`config.mk`:
```
export PLATFORM = sky130hd
export DESIGN_NAME = nlc_leading_zero_counter_flat
export DESIGN_NICKNAME = d
export VERILOG_FILES = /design/src/rtl/fpu_pkg.sv /design/src/rtl/nlc_leading_zero_counter_if.sv /design/src/rtl/nlc_lzc_core.sv /design/src/rtl/nlc_leading_zero_counter.sv /design/src/flat_wrapper.sv
export SDC_FILE = /design/constraint.sdc
export NUM_CORES = 1
export LEC_CHECK = 0
export BUFFER_PORTS_ARGS = -buffer_cell sky130_fd_sc_hd__buf_2
export CORE_AREA = 8 8 45 47
export CTS_BUF_LIST = sky130_fd_sc_hd__clkbuf_8
export DETAILED_ROUTE_END_ITERATION = 10
export DIE_AREA = 0 0 53 55
export GPL_TIMING_DRIVEN = 0
export PLACE_DENSITY = 0.46
export SYNTH_ARGS = -nofsm -noshare
export SYNTH_HDL_FRONTEND = slang
export SYNTH_SLANG_ARGS = --single-unit
```
`constraint.sdc`:
```
create_clock -name clk -period 1.83 [get_ports clk]
set_input_delay 0.0915 -clock clk [delete_from_list [all_inputs] [get_ports clk]]
set_output_delay 0.0915 -clock clk [all_outputs]
set_load 0.05 [all_outputs]
```
`src/rtl/fpu_pkg.sv`:
```
// Shared FPU constants and types: default significand-slice width and
// leading-zero count sizing used by the normalization stage.
package fpu_pkg;

    localparam int LZC_DEFAULT_WIDTH = 6;

    // A count must be able to hold the value WIDTH itself (all-zero operand).
    function automatic int lzcCountWidth(input int width);
        return $clog2(width + 1);
    endfunction

    typedef logic [lzcCountWidth(LZC_DEFAULT_WIDTH)-1:0] lzcCount_t;

endpackage

```
`src/rtl/nlc_leading_zero_counter_if.sv`:
```
// Operand/result bundle between the add/sub datapath and the leading-zero
// counter; master drives the operand, slave returns the registered count.
interface nlc_leading_zero_counter_if
    import fpu_pkg::*;
#(
    parameter int WIDTH = LZC_DEFAULT_WIDTH,
    parameter int CNT_W = lzcCountWidth(WIDTH)
) ();

    logic             in_valid;
    logic [WIDTH-1:0] ZAs;
    logic             out_valid;
    logic             allZeros;
    logic [CNT_W-1:0] NumberofZeros;

    modport master (
        output in_valid,
        output ZAs,
        input  out_valid,
        input  allZeros,
        input  NumberofZeros
    );

    modport slave (
        input  in_valid,
        input  ZAs,
        output out_valid,
        output allZeros,
        output NumberofZeros
    );

endinterface

```
`src/rtl/nlc_lzc_core.sv`:
```
// Combinational MSB-first priority encoder: number of leading zeros of
// i_zas plus an all-zero flag (count equals WIDTH exactly when all-zero).
module nlc_lzc_core
    import fpu_pkg::*;
#(
    parameter int WIDTH = LZC_DEFAULT_WIDTH,
    parameter int CNT_W = lzcCountWidth(WIDTH)
) (
    input  logic [WIDTH-1:0] i_zas,
    output logic [CNT_W-1:0] o_count,
    output logic             o_allZero
);

    // Scan upward so the highest set bit is the last one to overwrite the count.
    always_comb begin
        o_count   = CNT_W'(WIDTH);
        o_allZero = 1'b1;
        for (int i = 0; i < WIDTH; i++) begin
            if (i_zas[i]) begin
                o_count   = CNT_W'(WIDTH - 1 - i);
                o_allZero = 1'b0;
            end
        end
    end

endmodule

```
`src/rtl/nlc_leading_zero_counter.sv`:
```
// Registered leading-zero counter for the add/sub normalization stage:
// one-cycle latency, accepts an operand every cycle, async active-high reset.
module nlc_leading_zero_counter
    import fpu_pkg::*;
#(
    parameter int WIDTH = LZC_DEFAULT_WIDTH,
    parameter int CNT_W = lzcCountWidth(WIDTH)
) (
    input logic                     clk,
    input logic                     rst,
    nlc_leading_zero_counter_if.slave bus
);

    logic [CNT_W-1:0] w_count;
    logic             w_allZero;

    logic             r_outValid;
    logic             r_allZeros;
    logic [CNT_W-1:0] r_numberOfZeros;

    nlc_lzc_core #(
        .WIDTH (WIDTH),
        .CNT_W (CNT_W)
    ) u_core (
        .i_zas     (bus.ZAs),
        .o_count   (w_count),
        .o_allZero (w_allZero)
    );

    // Result registers only load on a valid operand, so an idle (possibly X)
    // operand never reaches the outputs.
    always_ff @(posedge clk or posedge rst) begin
        if (rst) begin
            r_outValid      <= 1'b0;
            r_allZeros      <= 1'b0;
            r_numberOfZeros <= '0;
        end else begin
            r_outValid <= bus.in_valid;
            if (bus.in_valid) begin
                r_allZeros      <= w_allZero;
                r_numberOfZeros <= w_count;
            end
        end
    end

    assign bus.out_valid     = r_outValid;
    assign bus.allZeros      = r_allZeros;
    assign bus.NumberofZeros = r_numberOfZeros;

endmodule

```
`src/flat_wrapper.sv`:
```
// flat-port wrapper written by rule: the top's interface ports become plain ports
module nlc_leading_zero_counter_flat import fpu_pkg::*;
#(
    parameter int WIDTH = LZC_DEFAULT_WIDTH,
    parameter int CNT_W = lzcCountWidth(WIDTH)
)
  (clk, rst, bus_in_valid, bus_ZAs, bus_out_valid, bus_allZeros, bus_NumberofZeros);
  nlc_leading_zero_counter_if #(.WIDTH(WIDTH), .CNT_W(CNT_W)) bus_i ();
  input logic clk;
  input logic rst;
  input wire logic [$bits(bus_i.in_valid)-1:0] bus_in_valid;
  input wire logic [$bits(bus_i.ZAs)-1:0] bus_ZAs;
  output wire logic [$bits(bus_i.out_valid)-1:0] bus_out_valid;
  output wire logic [$bits(bus_i.allZeros)-1:0] bus_allZeros;
  output wire logic [$bits(bus_i.NumberofZeros)-1:0] bus_NumberofZeros;
  assign bus_i.in_valid = bus_in_valid;
  assign bus_i.ZAs = bus_ZAs;
  assign bus_out_valid = bus_i.out_valid;
  assign bus_allZeros = bus_i.allZeros;
  assign bus_NumberofZeros = bus_i.NumberofZeros;
  nlc_leading_zero_counter #(.WIDTH(WIDTH), .CNT_W(CNT_W)) u_core (.clk(clk), .rst(rst), .bus(bus_i));
endmodule
```
==> out/qor.csv <==
metric,value,unit
grt_pass1_vias,240,
slew_headroom,77.6,%
cp_max_fo,2,
finalCriticalPeriod,0.915,ns
synthTopCellsByArea,"dfrtp_1 (55%), nor4_2 (5.5%), inv_1 (4.9%)",
syn_nets,31,
fin_area,368,sq um
arrival,0.82,ns
cp-end-kind,primary output,
hold_class,in -> reg,
vias_per_cell,3.91,
max_cap_viol_count,0,
wl,547,um
place.gp.congestion,0.681,
p_per_area,1020,nW/um^2
dpl.hpwl,470,um
leakage,0.184,nW
die_h,55,um
critPathMaxStageDelay,0.34,ns
synth_seq_cells,5,
ctsResizeCount,0,
grt_overflow,0,
tightest_slew,0.331,ns
syn_area_per_cell,10.4,sq um
postLayoutCoreUtil,26.6,%
antenna_found_initial,0,
num_rows,14,
routedWlPerCell,9.77,um
vias,219,
fillerInstances,144,
final.setup_skew,0,ns
io_pins,14,
port_buffers,13,
die_w,53,um
clock-sinks,5,
grt_max_degree,10,
synth_top_area_share,54.9,%
core_area,1380,sq um
drcViolationCount,0,
ys_seq_area_share,54.9,%
path_buf_inv,1,
initial_core_util,16.5,%
ant_nets,0,
fin_tns_setup,0,ns
cts_root_buf,clkbuf_8,
postSynthCellCount,22,
yosysTopAreaCell,dfrtp_1,
clockBufferDepth,2,
clock.fmax,1090,MHz
cts_tree,yes,
synth.distinct_cells,14,
drt-pass1-iter-count,2,
path_cells,buf_2,
drtIter0Drc,1,
drive_above_1_share,45.0,%
grt_pass1_wl,972,um
nets,50,
path_class,reg -> out,
die-area,2920,sq um
cp-start-kind,register,
critPathSlowestCell,dfrtp_1,
antennaDiodeCount,0,
area_growth_syn_to_layout,61.5,%
peakVddDrop,227,uV
fin_crit_sh,50.0,%
setup_violations,0,
cts_made_buffers,3,
grt_util_all_layers,4.77,%
clock_latency,0.22,ns
worst_ep_required_time,1.74,ns
ys_warn_count,0,
htree_levels,1,
whs,0.0759,ns
status,"finished, final reports clean",
placed_area,313,sq um
syn_area,228,sq um
rsz0062_at_grt,no,
drv_slew,0,
clkTransAtPathRegs,0.03,ns
crit_family,flip-flops,
hold_viol,0,
## power breakdown
group / internal (mW) / leakage, nW / switching, mW / total, mW
Sequential: 0.118 / 0.0650 / 0.00258 / 0.120
Clock: 0.144 / 0.0269 / 0.0516 / 0.195
Combinational: 0.0181 / 0.0920 / 0.0399 / 0.0580
## final timing paths
check	startpoint	to	slack, ns	cells after the start
worst max-delay path	u_core.bus.NumberofZeros[0]	bus_NumberofZeros[0]	0.92	1
worst min-delay path	bus_in_valid	u_core.bus.out_valid	0.08	1
worst max register to register	u_core.bus.NumberofZeros[2]	u_core.bus.NumberofZeros[2]	1.10	1
worst min register to register	u_core.bus.NumberofZeros[2]	u_core.bus.NumberofZeros[2]	0.50	1
max in group asynchronous	rst	u_core.bus.NumberofZeros[1]	1.36	3
min in group asynchronous	rst	u_core.bus.allZeros	0.31	3
## synth_stat cells
cell      number
dfrtp_1        5
nor4_2         1
nor3b_1        1
nand3_1        1
o21ai_0        2
nor2b_1        1
mux2_2         1
o211ai_1       1
nand2_1        1
nand2b_1       1
inv_1          3
o21ai_1        1
nor2_1         2
o311ai_0       1
## cell usage in the layout (no fill, tap or decap)
cell	count
dlygate4sd3_1	1
nand3_1	1
mux2_2	1
nand2b_1	1
dfrtp_1	5
o311ai_0	1
o21ai_1	1
nor4_2	1
buf_2	13
clkbuf_8	3
o21ai_0	2
o211ai_1	1
nor2_1	2
nand2_1	1
nor2b_1	1
inv_1	4
nor3b_1	1
## timing repair
item	4_1_cts	5_1_grt
setup buffers	0	0
hold buffers	1	0
endpoints found under the hold margin	5	0
## state kept, by name (all words and copies together), names as in the netlist
| signal | count |
|---|---|
| u_core.bus.NumberofZeros | 3 |
| u_core.bus.allZeros | 1 |
| u_core.bus.out_valid | 1 |
## layer usage
| layer | wire length [um] | global-route usage [%] | vias to the layer above |
|---|---|---|---|
| met3 | 76 | 2.94 | 2 |
| met5 | 0 | 0 | - |
| met2 | 179 | 4.88 | 16 |
| met4 | 17 | 6.47 | 0 |
| met1 | 274 | 5.52 | 88 |
| li1 | - | - | 113 |
## metrics by stage
stage / total power, mW / std cells / worst slack (ns)
floorplan: 0.156 / 22 / 0.842
global placement: 0.179 / 51 / 0.969
detailed placement: 0.179 / 51 / 0.994
CTS: 0.382 / 56 / 0.908
global route: 0.399 / 56 / 0.874
finish: 0.373 / 56 / 0.915
## area by class of cell
| class | instances | area, sq um | area share, % |
|---|---|---|---|
| flip-flops and latches | 5 | 125 | 34.0 |
| inverters | 3 | 11.3 | 3.06 |
| repair buffers | 14 | 75.1 | 20.4 |
| well taps | 16 | 20.0 | 5.44 |
| clock inverters | 1 | 3.75 | 1.02 |
| multi-input cells | 14 | 91.3 | 24.8 |
| clock buffers | 3 | 41.3 | 11.2 |
## cells by family (layout without fill, tap and decap cells)
family / after synthesis / after routing / synth area share, %
buf+inv: 3 / 21 / 4.94
mux: 1 / 1 / 4.94
simple gates: 8 / 8 / 21.4
compound gates: 5 / 5 / 13.7
flops: 5 / 5 / 54.9
No activity file was read; power rests on OpenSTA's default activity.
